===== src/rtl/pipeline_hazard_ctrl_pkg.sv =====
// Shared types and constants for the pipeline hazard sequencer.
// The state and action encodings and the load-use test are common to the RTL and its users.
package pipe_ctrl_pkg;

    localparam int REG_IDX_W = 5;
    localparam logic [REG_IDX_W-1:0] ZERO_REG = 5'd0;

    typedef enum logic [0:0] {
        ST_RUN      = 1'b0,
        ST_MEM_WAIT = 1'b1
    } hz_state_e;

    // One action per cycle, listed from highest to lowest priority
    typedef enum logic [1:0] {
        ACT_WAIT   = 2'd0,
        ACT_BRANCH = 2'd1,
        ACT_LU     = 2'd2,
        ACT_ADV    = 2'd3
    } hz_action_e;

    function automatic logic load_use(
        input logic                 memread,
        input logic [REG_IDX_W-1:0] ex_rt,
        input logic [REG_IDX_W-1:0] id_rs,
        input logic [REG_IDX_W-1:0] id_rt
    );
        return memread && (ex_rt != ZERO_REG) && ((ex_rt == id_rs) || (ex_rt == id_rt));
    endfunction

endpackage


===== src/rtl/pipeline_hazard_ctrl_if.sv =====
// Bundle of pipeline hazard inputs, control outputs and event counters.
// master = pipeline datapath side, slave = hazard sequencer.
interface pipeline_hazard_ctrl_if
    import pipe_ctrl_pkg::*;
#(
    parameter int CNT_W = 16
);
    logic                 ex_memread;
    logic [REG_IDX_W-1:0] ex_rt;
    logic [REG_IDX_W-1:0] id_rs;
    logic [REG_IDX_W-1:0] id_rt;
    logic                 ex_branch_taken;
    logic                 mem_req;
    logic                 mem_ready;

    logic                 pc_write;
    logic                 if_id_write;
    logic                 if_id_flush;
    logic                 id_ex_flush;
    logic                 pipe_hold;
    logic                 mem_wb_flush;
    logic [CNT_W-1:0]     lw_stall_cnt;
    logic [CNT_W-1:0]     br_flush_cnt;
    logic [CNT_W-1:0]     mem_wait_cnt;
    logic                 mem_timeout;

    modport master (
        output ex_memread, ex_rt, id_rs, id_rt, ex_branch_taken, mem_req, mem_ready,
        input  pc_write, if_id_write, if_id_flush, id_ex_flush, pipe_hold, mem_wb_flush,
        input  lw_stall_cnt, br_flush_cnt, mem_wait_cnt, mem_timeout
    );

    modport slave (
        input  ex_memread, ex_rt, id_rs, id_rt, ex_branch_taken, mem_req, mem_ready,
        output pc_write, if_id_write, if_id_flush, id_ex_flush, pipe_hold, mem_wb_flush,
        output lw_stall_cnt, br_flush_cnt, mem_wait_cnt, mem_timeout
    );

endinterface


===== src/rtl/pipeline_hazard_ctrl_sat_counter.sv =====
// Saturating up-counter with synchronous clear; clear wins over increment.
module sat_counter #(
    parameter int W = 16
) (
    input  logic         clk,
    input  logic         rst,
    input  logic         inc,
    input  logic         clr,
    output logic [W-1:0] cnt_o
);

    logic [W-1:0] cnt_q;
    logic [W-1:0] cnt_d;

    // Next count: clear, saturating increment, or hold
    always_comb begin
        cnt_d = cnt_q;
        if (clr) begin
            cnt_d = {W{1'b0}};
        end else if (inc && (cnt_q != {W{1'b1}})) begin
            cnt_d = cnt_q + {{(W-1){1'b0}}, 1'b1};
        end else begin
            cnt_d = cnt_q;
        end
    end

    // Count register
    always_ff @(posedge clk or posedge rst) begin
        if (rst) begin
            cnt_q <= {W{1'b0}};
        end else begin
            cnt_q <= cnt_d;
        end
    end

    assign cnt_o = cnt_q;

endmodule


===== src/rtl/pipeline_hazard_ctrl.sv =====
// Central hazard sequencer: per-cycle advance/stall/flush decode for the 5-stage pipeline,
// with saturating event counters and a sticky memory-timeout flag.
module pipeline_hazard_ctrl
    import pipe_ctrl_pkg::*;
#(
    parameter int CNT_W       = 16,
    parameter int MEM_TIMEOUT = 64
) (
    input  logic                   clk,
    input  logic                   rst,
    pipeline_hazard_ctrl_if.slave  hz
);

    localparam logic [0:0] RUN      = ST_RUN;
    localparam logic [0:0] MEM_WAIT = ST_MEM_WAIT;

    localparam int               TMO_W     = $clog2(MEM_TIMEOUT + 1);
    localparam logic [TMO_W-1:0] TMO_LIMIT = TMO_W'(MEM_TIMEOUT - 1);

    logic [0:0]       state_q;
    logic [0:0]       state_d;
    logic             timeout_q;
    logic             timeout_d;

    logic             wait_now_s;
    logic             lu_s;
    hz_action_e       act_s;

    logic             pc_write_s;
    logic             if_id_write_s;
    logic             if_id_flush_s;
    logic             id_ex_flush_s;
    logic             pipe_hold_s;
    logic             mem_wb_flush_s;

    logic [CNT_W-1:0] lw_cnt_s;
    logic [CNT_W-1:0] br_cnt_s;
    logic [CNT_W-1:0] mw_cnt_s;
    logic [TMO_W-1:0] tmo_cnt_s;

    // Hazard detection and priority resolution
    always_comb begin
        wait_now_s = 1'b0;
        if (state_q == MEM_WAIT) begin
            wait_now_s = !hz.mem_ready;
        end else begin
            wait_now_s = hz.mem_req && !hz.mem_ready;
        end

        lu_s = load_use(hz.ex_memread, hz.ex_rt, hz.id_rs, hz.id_rt);

        act_s = ACT_ADV;
        if (wait_now_s) begin
            act_s = ACT_WAIT;
        end else if (hz.ex_branch_taken) begin
            act_s = ACT_BRANCH;
        end else if (lu_s) begin
            act_s = ACT_LU;
        end else begin
            act_s = ACT_ADV;
        end
    end

    // Control decode for the single applied action
    always_comb begin
        pc_write_s     = 1'b1;
        if_id_write_s  = 1'b1;
        if_id_flush_s  = 1'b0;
        id_ex_flush_s  = 1'b0;
        pipe_hold_s    = 1'b0;
        mem_wb_flush_s = 1'b0;
        case (act_s)
            ACT_WAIT: begin
                pc_write_s     = 1'b0;
                if_id_write_s  = 1'b0;
                pipe_hold_s    = 1'b1;
                mem_wb_flush_s = 1'b1;
            end
            ACT_BRANCH: begin
                if_id_flush_s = 1'b1;
                id_ex_flush_s = 1'b1;
            end
            ACT_LU: begin
                pc_write_s    = 1'b0;
                if_id_write_s = 1'b0;
                id_ex_flush_s = 1'b1;
            end
            ACT_ADV: begin
                pc_write_s    = 1'b1;
                if_id_write_s = 1'b1;
            end
            default: begin
                pc_write_s    = 1'b1;
                if_id_write_s = 1'b1;
            end
        endcase
    end

    // FSM next state and sticky timeout; the flag rises at the edge that closes
    // the MEM_TIMEOUT-th consecutive wait cycle, and waiting continues afterwards
    always_comb begin
        state_d = state_q;
        case (state_q)
            RUN: begin
                if (hz.mem_req && !hz.mem_ready) begin
                    state_d = MEM_WAIT;
                end else begin
                    state_d = RUN;
                end
            end
            MEM_WAIT: begin
                if (hz.mem_ready) begin
                    state_d = RUN;
                end else begin
                    state_d = MEM_WAIT;
                end
            end
            default: state_d = RUN;
        endcase

        timeout_d = timeout_q;
        if (wait_now_s && (tmo_cnt_s >= TMO_LIMIT)) begin
            timeout_d = 1'b1;
        end else begin
            timeout_d = timeout_q;
        end
    end

    // State and flag registers
    always_ff @(posedge clk or posedge rst) begin
        if (rst) begin
            state_q   <= RUN;
            timeout_q <= 1'b0;
        end else begin
            state_q   <= state_d;
            timeout_q <= timeout_d;
        end
    end

    sat_counter #(.W(CNT_W)) u_lw_cnt (
        .clk   (clk),
        .rst   (rst),
        .inc   (act_s == ACT_LU),
        .clr   (1'b0),
        .cnt_o (lw_cnt_s)
    );

    sat_counter #(.W(CNT_W)) u_br_cnt (
        .clk   (clk),
        .rst   (rst),
        .inc   (act_s == ACT_BRANCH),
        .clr   (1'b0),
        .cnt_o (br_cnt_s)
    );

    sat_counter #(.W(CNT_W)) u_mw_cnt (
        .clk   (clk),
        .rst   (rst),
        .inc   (act_s == ACT_WAIT),
        .clr   (1'b0),
        .cnt_o (mw_cnt_s)
    );

    // Consecutive wait cycles; zero whenever not waiting, so it is zero on entry to MEM_WAIT
    sat_counter #(.W(TMO_W)) u_tmo_cnt (
        .clk   (clk),
        .rst   (rst),
        .inc   (wait_now_s),
        .clr   (!wait_now_s),
        .cnt_o (tmo_cnt_s)
    );

    assign hz.pc_write     = pc_write_s;
    assign hz.if_id_write  = if_id_write_s;
    assign hz.if_id_flush  = if_id_flush_s;
    assign hz.id_ex_flush  = id_ex_flush_s;
    assign hz.pipe_hold    = pipe_hold_s;
    assign hz.mem_wb_flush = mem_wb_flush_s;
    assign hz.lw_stall_cnt = lw_cnt_s;
    assign hz.br_flush_cnt = br_cnt_s;
    assign hz.mem_wait_cnt = mw_cnt_s;
    assign hz.mem_timeout  = timeout_q;

endmodule


===== src/flat_wrapper.sv =====
// flat-port wrapper written by rule: the top's interface ports become plain ports
module pipeline_hazard_ctrl_flat import pipe_ctrl_pkg::*;
#(
    parameter int CNT_W       = 16,
    parameter int MEM_TIMEOUT = 64
)
  (clk, rst, hz_ex_memread, hz_ex_rt, hz_id_rs, hz_id_rt, hz_ex_branch_taken, hz_mem_req, hz_mem_ready, hz_pc_write, hz_if_id_write, hz_if_id_flush, hz_id_ex_flush, hz_pipe_hold, hz_mem_wb_flush, hz_lw_stall_cnt, hz_br_flush_cnt, hz_mem_wait_cnt, hz_mem_timeout);
  pipeline_hazard_ctrl_if #(.CNT_W(CNT_W)) hz_i ();
  input  logic clk;
  input  logic rst;
  input wire logic [$bits(hz_i.ex_memread)-1:0] hz_ex_memread;
  input wire logic [$bits(hz_i.ex_rt)-1:0] hz_ex_rt;
  input wire logic [$bits(hz_i.id_rs)-1:0] hz_id_rs;
  input wire logic [$bits(hz_i.id_rt)-1:0] hz_id_rt;
  input wire logic [$bits(hz_i.ex_branch_taken)-1:0] hz_ex_branch_taken;
  input wire logic [$bits(hz_i.mem_req)-1:0] hz_mem_req;
  input wire logic [$bits(hz_i.mem_ready)-1:0] hz_mem_ready;
  output wire logic [$bits(hz_i.pc_write)-1:0] hz_pc_write;
  output wire logic [$bits(hz_i.if_id_write)-1:0] hz_if_id_write;
  output wire logic [$bits(hz_i.if_id_flush)-1:0] hz_if_id_flush;
  output wire logic [$bits(hz_i.id_ex_flush)-1:0] hz_id_ex_flush;
  output wire logic [$bits(hz_i.pipe_hold)-1:0] hz_pipe_hold;
  output wire logic [$bits(hz_i.mem_wb_flush)-1:0] hz_mem_wb_flush;
  output wire logic [$bits(hz_i.lw_stall_cnt)-1:0] hz_lw_stall_cnt;
  output wire logic [$bits(hz_i.br_flush_cnt)-1:0] hz_br_flush_cnt;
  output wire logic [$bits(hz_i.mem_wait_cnt)-1:0] hz_mem_wait_cnt;
  output wire logic [$bits(hz_i.mem_timeout)-1:0] hz_mem_timeout;
  assign hz_i.ex_memread = hz_ex_memread;
  assign hz_i.ex_rt = hz_ex_rt;
  assign hz_i.id_rs = hz_id_rs;
  assign hz_i.id_rt = hz_id_rt;
  assign hz_i.ex_branch_taken = hz_ex_branch_taken;
  assign hz_i.mem_req = hz_mem_req;
  assign hz_i.mem_ready = hz_mem_ready;
  assign hz_pc_write = hz_i.pc_write;
  assign hz_if_id_write = hz_i.if_id_write;
  assign hz_if_id_flush = hz_i.if_id_flush;
  assign hz_id_ex_flush = hz_i.id_ex_flush;
  assign hz_pipe_hold = hz_i.pipe_hold;
  assign hz_mem_wb_flush = hz_i.mem_wb_flush;
  assign hz_lw_stall_cnt = hz_i.lw_stall_cnt;
  assign hz_br_flush_cnt = hz_i.br_flush_cnt;
  assign hz_mem_wait_cnt = hz_i.mem_wait_cnt;
  assign hz_mem_timeout = hz_i.mem_timeout;
  pipeline_hazard_ctrl #(.CNT_W(CNT_W), .MEM_TIMEOUT(MEM_TIMEOUT)) u_core (.clk(clk), .rst(rst), .hz(hz_i));
endmodule

===== config.mk =====
export PLATFORM = sky130hd
export DESIGN_NAME = pipeline_hazard_ctrl_flat
export DESIGN_NICKNAME = d
export VERILOG_FILES = /design/src/rtl/pipeline_hazard_ctrl_pkg.sv /design/src/rtl/pipeline_hazard_ctrl_if.sv /design/src/rtl/pipeline_hazard_ctrl_sat_counter.sv /design/src/rtl/pipeline_hazard_ctrl.sv /design/src/flat_wrapper.sv
export SDC_FILE = /design/constraint.sdc
export NUM_CORES = 1
export LEC_CHECK = 0
export ABC_CLOCK_PERIOD_IN_PS = 2150
export CORE_ASPECT_RATIO = 0.7
export CORE_MARGIN = 3
export CORE_UTILIZATION = 45
export CTS_CLUSTER_DIAMETER = 120
export DETAILED_ROUTE_END_ITERATION = 12
export PLACE_DENSITY = 0.75
export SETUP_SLACK_MARGIN = 0.5
export SYNTH_ARGS = -nofsm -noshare
export SYNTH_HDL_FRONTEND = slang
export SYNTH_SLANG_ARGS = --single-unit
export TNS_END_PERCENT = 50

===== constraint.sdc =====
create_clock -name clk -period 2.15 [get_ports clk]
set_input_delay 0.43 -clock clk [delete_from_list [all_inputs] [get_ports clk]]
set_output_delay 0.43 -clock clk [all_outputs]
set_load 0.05 [all_outputs]

==> metrics.txt, run 1 <==
status complete, but fails checks; failing checks negative setup slack; yosys warns 0; CP Class input port to primary output; initial detailed-routing violation count 136; setup TNS -3840 ps; Overflow after GRT 0; fin nets 440; Worst Setup Slack, final -383 ps; sequential share of the synthesized area 0.470; Vias 2741; Post-synth EDFFs 0; worst-case vdd ir drop 0.00105 V; crit-path max cell delay 410 ps; post-route ant nets 0; critical path required time 1720 ps; Top FF cell, synth dfrtp_1; number of global-route vias before repair 2696; Yosys reg bits 57; Die Span Y 74.7 um; Die Wd 104 um; Startpoint Class input port; actual slew at the worst max-slew pin 663 ps; global placer's final weighted congestion 0.802; Ant. Diodes 0; Crit Path Max Fanout 2; first drt pass iteration count 4; Core Util, Final 0.779; H-Tree Depth 3; Tmin final 2530 ps; share of layout cells above drive strength 1 0.482; global-route wire length before repair 13.2 mm; Async SR Flop Fraction 1.00; clk_lat worst skew 320 ps; Power per Cell Area 789 nW/um^2; worst path cell trace clkdlybuf4s15_1 -> xor2_1 -> nor2_1 -> a22oi_2 -> buf_4 -> o41a_1 -> ha_4 -> clkinvlp_4 -> buf_12; Syn Inst Count 284; pins over their slew limit 0; fillcell total 436; Final Hold Vio Count 0; CTS tree yes; DIE AREA 7770 sq um; CP max stage cell o41a_1; clk_skew 6.95 ps; drt wl/cell 16.1 um; Mapped Avg Cell Area 10.7 sq um; Area growth syn-to-layout 63.5%; GRT Total Usage 0.210; I/O pins 76; cell row count 24; clock-pin slew on the worst setup and hold paths 70 ps; pin count of the biggest net entering global routing 58; number of max-cap violations 0; I/O Buffers 75; Design Power 0.00391 W; Num CTS Buffers 9; Root Buffer clkbuf_8; Mapped Nets 312; drt drc 0; Leakage Power 2.35 nW; Max Freq 395 MHz; Netlist cell types 42; critical path arrival 2100 ps; clock tree buffer depth 2; Initial Utilization 0.476; WL final 8.19 mm; vias per cell 5.40; worst hold path class register to register; Final period util 1.18; RSZ-0062 raised after global routing true; hold-fix buffers at CTS 0; hpwl dp 5.26 mm; core region area 6370 sq um; Critical Path Sink Type primary output; slew margin rel. 0.554; Final setup viols 34; cell area after synthesis 3030 sq um; CTS Sinks 57; initial antenna violation count 0
-- metal layers --
metal / vias to the layer above / GRT usage / part of all wire / wire, um
li1: 1304 / - / - / -
met1: 1340 / 0.291 / 0.46 / 3810
met2: 87 / 0.343 / 0.47 / 3860
met3: 10 / 0.0446 / 0.053 / 434
met4: 0 / 0.0531 / 0.011 / 87
met5: - / 0 / 0 / 0
-- placed cells by master, fill, tap and decap left out, types with 4 or more instances in the layout --
master           synthesis  routed
dfrtp_1                 57      53
xor2_1                  33      32
buf_4                    2      27
buf_6                    0      24
clkdlybuf4s15_2          0      23
nor2_1                  20      14
buf_2                    2      13
dlygate4sd2_1            0      13
nand4_1                 12      12
nand3_1                 17      10
xnor2_1                 13      10
and3_1                  10       9
clkbuf_8                 0       9
nand2_1                 13       8
nor3_2                   0       7
nor3_4                   0       7
buf_12                   0       7
o21ai_0                  9       6
a31oi_1                  6       6
a21oi_2                  0       6
nand3_2                  0       5
inv_1                    9       5
mux2_4                   1       5
clkdlybuf4s50_1          0       5
nand4_4                  2       4
nor2_4                   0       4
a21oi_1                 10       4
and4_1                   6       4
ha_1                     7       4
clkinv_2                 0       4
clkdlybuf4s15_1          0       4
dfrtp_2                  0       4
-- state kept, by name, indices dropped and copies added (netlist names) --
name,flops
u_core.u_tmo_cnt.cnt_o,7
u_core.u_mw_cnt.cnt_o,16
u_core.u_br_cnt.cnt_o,16
u_core.u_lw_cnt.cnt_o,16
u_core.state_q,1
u_core.hz.mem_timeout,1
-- final timing paths --
check                                             to  slack (ps)  depth (start not counted)                       from
setup / recovery                      hz_id_ex_flush        -380                          9                hz_id_rt[1]
hold / removal             u_core.u_tmo_cnt.cnt_o[2]         480                          1  u_core.u_tmo_cnt.cnt_o[2]
setup reg to reg           u_core.u_lw_cnt.cnt_o[12]          60                         10             u_core.state_q
hold reg to reg            u_core.u_tmo_cnt.cnt_o[2]         480                          1  u_core.u_tmo_cnt.cnt_o[2]
max in group asynchronous   u_core.u_br_cnt.cnt_o[1]        1330                          3                        rst
min in group asynchronous   u_core.u_lw_cnt.cnt_o[3]         520                          3                        rst
-- cell type report --
cell class	instances	area, sq um	area share
multi-input cells	212	2000	0.404
flip-flops and latches	57	1430	0.289
repair buffers	123	1210	0.244
clock buffers	12	135	0.0273
well taps	91	114	0.0230
inverters	9	43.8	0.00883
clock inverters	4	20.0	0.00404
-- synth_stat cells (all sizes together), types with 2 or more instances --
cell / number / share of area
dfrtp: 57 / 0.47
xor2: 33 / 0.095
nor2: 20 / 0.025
nand4: 18 / 0.055
nand3: 17 / 0.028
nor3: 15 / 0.025
nand2: 13 / 0.016
xnor2: 13 / 0.038
a21oi: 10 / 0.017
and3: 10 / 0.021
inv: 9 / 0.011
o21ai: 9 / 0.015
ha: 7 / 0.029
a31oi: 6 / 0.012
and4: 6 / 0.017
mux2: 6 / 0.024
buf: 4 / 0.0083
nor4: 4 / 0.013
nand2b: 3 / 0.0062
or2: 3 / 0.0062
or4: 3 / 0.0099
clkbuf: 2 / 0.0025
nand4b: 2 / 0.0058
o21a: 2 / 0.0050
o41a: 2 / 0.0074
o41ai: 2 / 0.012
-- worst max-delay path, delay by kind of cell --
kind,cells,cell delay [ps]
buffers and inverters,4,560
AOI/OAI and AO/OA,2,510
adders and majority gates,1,300
xor gates and xnor gates,1,160
and+or+nand+nor,1,140
-- logic make-up after synthesis --
kind of cell               after synthesis  share of synthesized area
AOI/OAI and AO/OA                       35                     0.0797
adders and majority gates                7                     0.0289
xor gates and xnor gates                46                      0.133
DFF                                     57                      0.470
buffers and inverters                   15                     0.0219
and+or+nand+nor                        117                      0.239
muxes                                    7                     0.0268
-- stage by stage --
| stage | instances | hold slack [ps] | setup WS [ps] | area, sq um |
|---|---|---|---|---|
| 2_1_floorplan | 284 | 449 | -453 | 3280 |
| 3_3_place_gp | 473 | 473 | -903 | 4360 |
| 3_5_place_dp | 473 | 472 | -987 | 4360 |
| 4_1_cts | 499 | 488 | -421 | 4820 |
| 5_1_grt | 508 | 525 | -458 | 4960 |
| 6_report | 508 | 485 | -383 | 4960 |
-- what timing repair did --
item	CTS	global route
gates resized for setup	232	37
pin swaps	43	20
setup buffers	10	9
cloned	0	0
setup endpoints to repair	102	74
hold endpoints to repair	0	0
-- power by group --
group	switching, W	leakage (nW)	internal, W	total [W]
registers	0.000281	0.749	0.00124	0.00152
clock network	0.000419	0.0839	0.000411	0.000831
logic	0.000993	1.52	0.000567	0.00156
(Power assumes the default switching activity.)
==> run 2: changes to the inputs <==
--- a/config.mk
+++ b/config.mk
@@ -5,14 +5,16 @@
 export SDC_FILE = /design/constraint.sdc
 export NUM_CORES = 1
 export LEC_CHECK = 0
+export ABC_AREA = 1
 export ABC_CLOCK_PERIOD_IN_PS = 2150
 export CORE_ASPECT_RATIO = 0.7
 export CORE_MARGIN = 3
 export CORE_UTILIZATION = 45
 export CTS_CLUSTER_DIAMETER = 120
 export DETAILED_ROUTE_END_ITERATION = 12
-export PLACE_DENSITY = 0.75
+export PLACE_DENSITY = 0.73
 export SETUP_SLACK_MARGIN = 0.5
+export SLEW_MARGIN = 20
 export SYNTH_ARGS = -nofsm -noshare
 export SYNTH_HDL_FRONTEND = slang
 export SYNTH_SLANG_ARGS = --single-unit
==> run 2 against run 1 <==
The flow now finishes without violations; sequential power down 7%; via count up 26%; critical endpoint unchanged; critical path depth down 2; setup slack better by 480 ps; largest cell class unchanged; first-iteration DRC count up 26%; synthesized cell count up 72%; clock power up 35%; critical path type is now register to primary output; routed wire length up 12%; flip-flop and latch count unchanged.
==> metrics.txt, run 2 <==
status finished clean (was complete, but fails checks); Inst Count DP 669 (was 473); Die Wd 112 um (was 104 um); reg2reg path depth 12 (was 10); clk_skew 10.5 ps (was 6.95 ps); clock-pin slew on the worst setup and hold paths 60 ps (was 70 ps); CTS Sinks 57 (unchanged); slew margin rel. 0.667 (was 0.554); Final period util 0.955 (was 1.18); Top FF cell, synth dfrtp_1 (unchanged); vias per cell 4.94 (was 5.40); share of layout cells above drive strength 1 0.274 (was 0.482); simple-gate area share of the yosys netlist 0.377 (was 0.239); commonest cells after routing, fill and taps aside nand2_1 (191), dfrtp_1 (56), nor2_1 (47) (was dfrtp_1 (53), xor2_1 (32), buf_4 (27)); CTS tree yes (unchanged); Die Span Y 80.2 um (was 74.7 um); Synth area leaders dfrtp_1 (40%), nand2_1 (21%), xnor2_1 (7.9%) (was dfrtp_1 (47%), xor2_1 (9.5%), xnor2_1 (3.8%)); RSZ-0062 raised after global routing true (unchanged); cell area after synthesis 3540 sq um (was 3030 sq um); multiplexer share of the synthesized area 0 (was 0.0268); Root Buffer clkbuf_8 (unchanged); sequential share of the synthesized area 0.403 (was 0.470); synth cell count leaders nand2_1 (202), dfrtp_1 (57), nor2_1 (51) (was dfrtp_1 (57), xor2_1 (33), nor2_1 (20)); fillcell total 649 (was 436); Mapped Avg Cell Area 7.25 sq um (was 10.7 sq um); Yosys reg bits 57 (unchanged); Final setup viols 0 (was 34); Leakage Power 2.47 nW (was 2.35 nW); final cell count without fillers 702 (was 508); XOR/XNOR Fraction of Synth Area 0.0866 (was 0.133); number of max-cap violations 0 (unchanged); first drt pass iteration count 5 (was 4); Max Freq 487 MHz (was 395 MHz); Tmin final 2050 ps (was 2530 ps); most frequent cell after synthesis nand2_1 (was dfrtp_1); initial antenna violation count 0 (unchanged); drt wl/cell 13.1 um (was 16.1 um); DIE AREA 8980 sq um (was 7770 sq um); Vias 3466 (was 2741); I/O pins 76 (unchanged); critical path required time 1720 ps (about the same); Power per Cell Area 774 nW/um^2 (was 789 nW/um^2); WL final 9.17 mm (was 8.19 mm); Async SR Flop Fraction 1.00 (unchanged); Area growth syn-to-layout 40.2% (was 63.5%); GRT Total Usage 0.213 (was 0.210); initial detailed-routing violation count 172 (was 136); yosys warns 0 (unchanged); actual slew at the worst max-slew pin 499 ps (was 663 ps); Synth Area in Adders 0.0247 (was 0.0289); core region area 7450 sq um (was 6370 sq um); Post-synth EDFFs 0 (unchanged); Finished Cell Area 4960 sq um (about the same); Reg2Reg Setup Slack 340 ps (was 60 ps); H-Tree Depth 3 (unchanged); Mapped Nets 516 (was 312); Startpoint Class register (was input port); cell row count 26 (was 24); Hold Path Stages 1 (unchanged); pin count of the biggest net entering global routing 58 (unchanged); clk_lat worst skew 350 ps (was 320 ps); clock tree buffer depth 2 (unchanged); Syn Inst Count 488 (was 284); fin nets 626 (was 440); Synth top area share 0.403 (was 0.470); Crit Path Max Fanout 4 (was 2); biggest area consumer among synthesized cells dfrtp_1 (unchanged); global-route wire length before repair 15.5 mm (was 13.2 mm); drt drc 0 (unchanged); Initial Utilization 0.475 (was 0.476); I/O Buffers 75 (unchanged); critical path arrival 1620 ps (was 2100 ps); main combinational cell family by area after synthesis simple AND/OR/NAND/NOR gates (unchanged); CP Class register to primary output (was input port to primary output); Critical Path Sink Type primary output (unchanged); hpwl dp 6.45 mm (was 5.26 mm); worst hold path class register to register (unchanged); worst-case vdd ir drop 0.000785 V (was 0.00105 V); dpl cell area 4650 sq um (was 4360 sq um); Final Hold Vio Count 0 (unchanged); number of global-route vias before repair 3309 (was 2696); post-route ant nets 0 (unchanged); Netlist cell types 25 (was 42); Synth Area in Compound Gates 0.0410 (was 0.0797); commonest non-fill, non-tap cell in the layout nand2_1 (was dfrtp_1); Num CTS Buffers 9 (unchanged); Overflow after GRT 0 (unchanged); pins over their slew limit 0 (unchanged); global placer's final weighted congestion 0.881 (was 0.802); Core Util, Final 0.666 (was 0.779)
run 2: per-stage QoR:
| step | power (W) | setup TNS, ps | hold WS [ps] | setup WS, ps |
|---|---|---|---|---|
| after global routing | 0.00402 | 0 | 484 | 30.2 |
| final | 0.00384 | 0 | 464 | 97.2 |
| after floorplan | 0.00227 | 0 | 461 | 310 |
| after global placement | 0.00271 | -12520 | 458 | -396 |
| after detailed placement | 0.00274 | -15040 | 455 | -430 |
| after CTS | 0.00384 | 0 | 474 | 79.3 |
run 2: critical path: stages (launching register included):
cell and delay (ps):
dfrtp_1 390, o21bai_4 150, inv_4 70, nor2_4 110, inv_2 60, ha_4 270, clkinvlp_4 80, buf_12 150
run 2: cell families (layout without fill, tap and decap cells):
kind of cell | Yosys count | count (layout)
buffers and inverters | 50 | 164
flip-flops | 57 | 57
XOR/XNOR | 35 | 35
AND/OR/NAND/NOR | 311 | 312
other | 0 | 1
AO/OA/AOI/OAI | 28 | 28
adder cells (fa/ha/maj) | 7 | 7
run 2: layout make-up:
type	count	area, sq um	share of cell area
well taps	98	123	0.0247
repair buffers	107	967	0.195
multi-input cells	382	2040	0.412
inverters	41	179	0.0361
clock inverters	5	78.8	0.0159
clock buffers	11	141	0.0285
flip-flops and latches	57	1430	0.288
diodes	1	2.50	0.000504
run 2: where the power goes:
group          switching, W  internal, W
clock network      0.000442     0.000682
logic              0.000841     0.000469
registers          0.000206      0.00120
run 2: worst paths after layout:
check	start	end
max	u_core.state_q	hz_id_ex_flush
min	u_core.hz.mem_timeout	u_core.hz.mem_timeout
max reg2reg	u_core.state_q	u_core.u_mw_cnt.cnt_o[12]
min reg2reg	u_core.hz.mem_timeout	u_core.hz.mem_timeout
max in group asynchronous	rst	u_core.u_br_cnt.cnt_o[0]
min in group asynchronous	rst	u_core.u_tmo_cnt.cnt_o[1]
run 2: repair_timing:
action,4_1_cts,5_1_grt
endpoints found under the hold margin,0,0
setup endpoints to repair,102,88
resized for setup,182,77
pin swaps,15,19
cloned,1,2
buffers inserted,8,5
hold buffers,0,0
run 2: per-layer routing:
layer	routed length, um	GRT usage	share of wire
met5	0	0	0
met4	89	0.0624	0.0097
met3	591	0.0678	0.064
met2	4140	0.337	0.45
met1	4350	0.283	0.47
==> run 3: changes to the inputs <==
--- a/config.mk
+++ b/config.mk
@@ -14,7 +14,6 @@
 export DETAILED_ROUTE_END_ITERATION = 12
 export PLACE_DENSITY = 0.73
 export SETUP_SLACK_MARGIN = 0.5
-export SLEW_MARGIN = 20
 export SYNTH_ARGS = -nofsm -noshare
 export SYNTH_HDL_FRONTEND = slang
 export SYNTH_SLANG_ARGS = --single-unit
==> results of run 3 <==
Same layout as run 2: the final DEF is identical, and so are final timing and power.
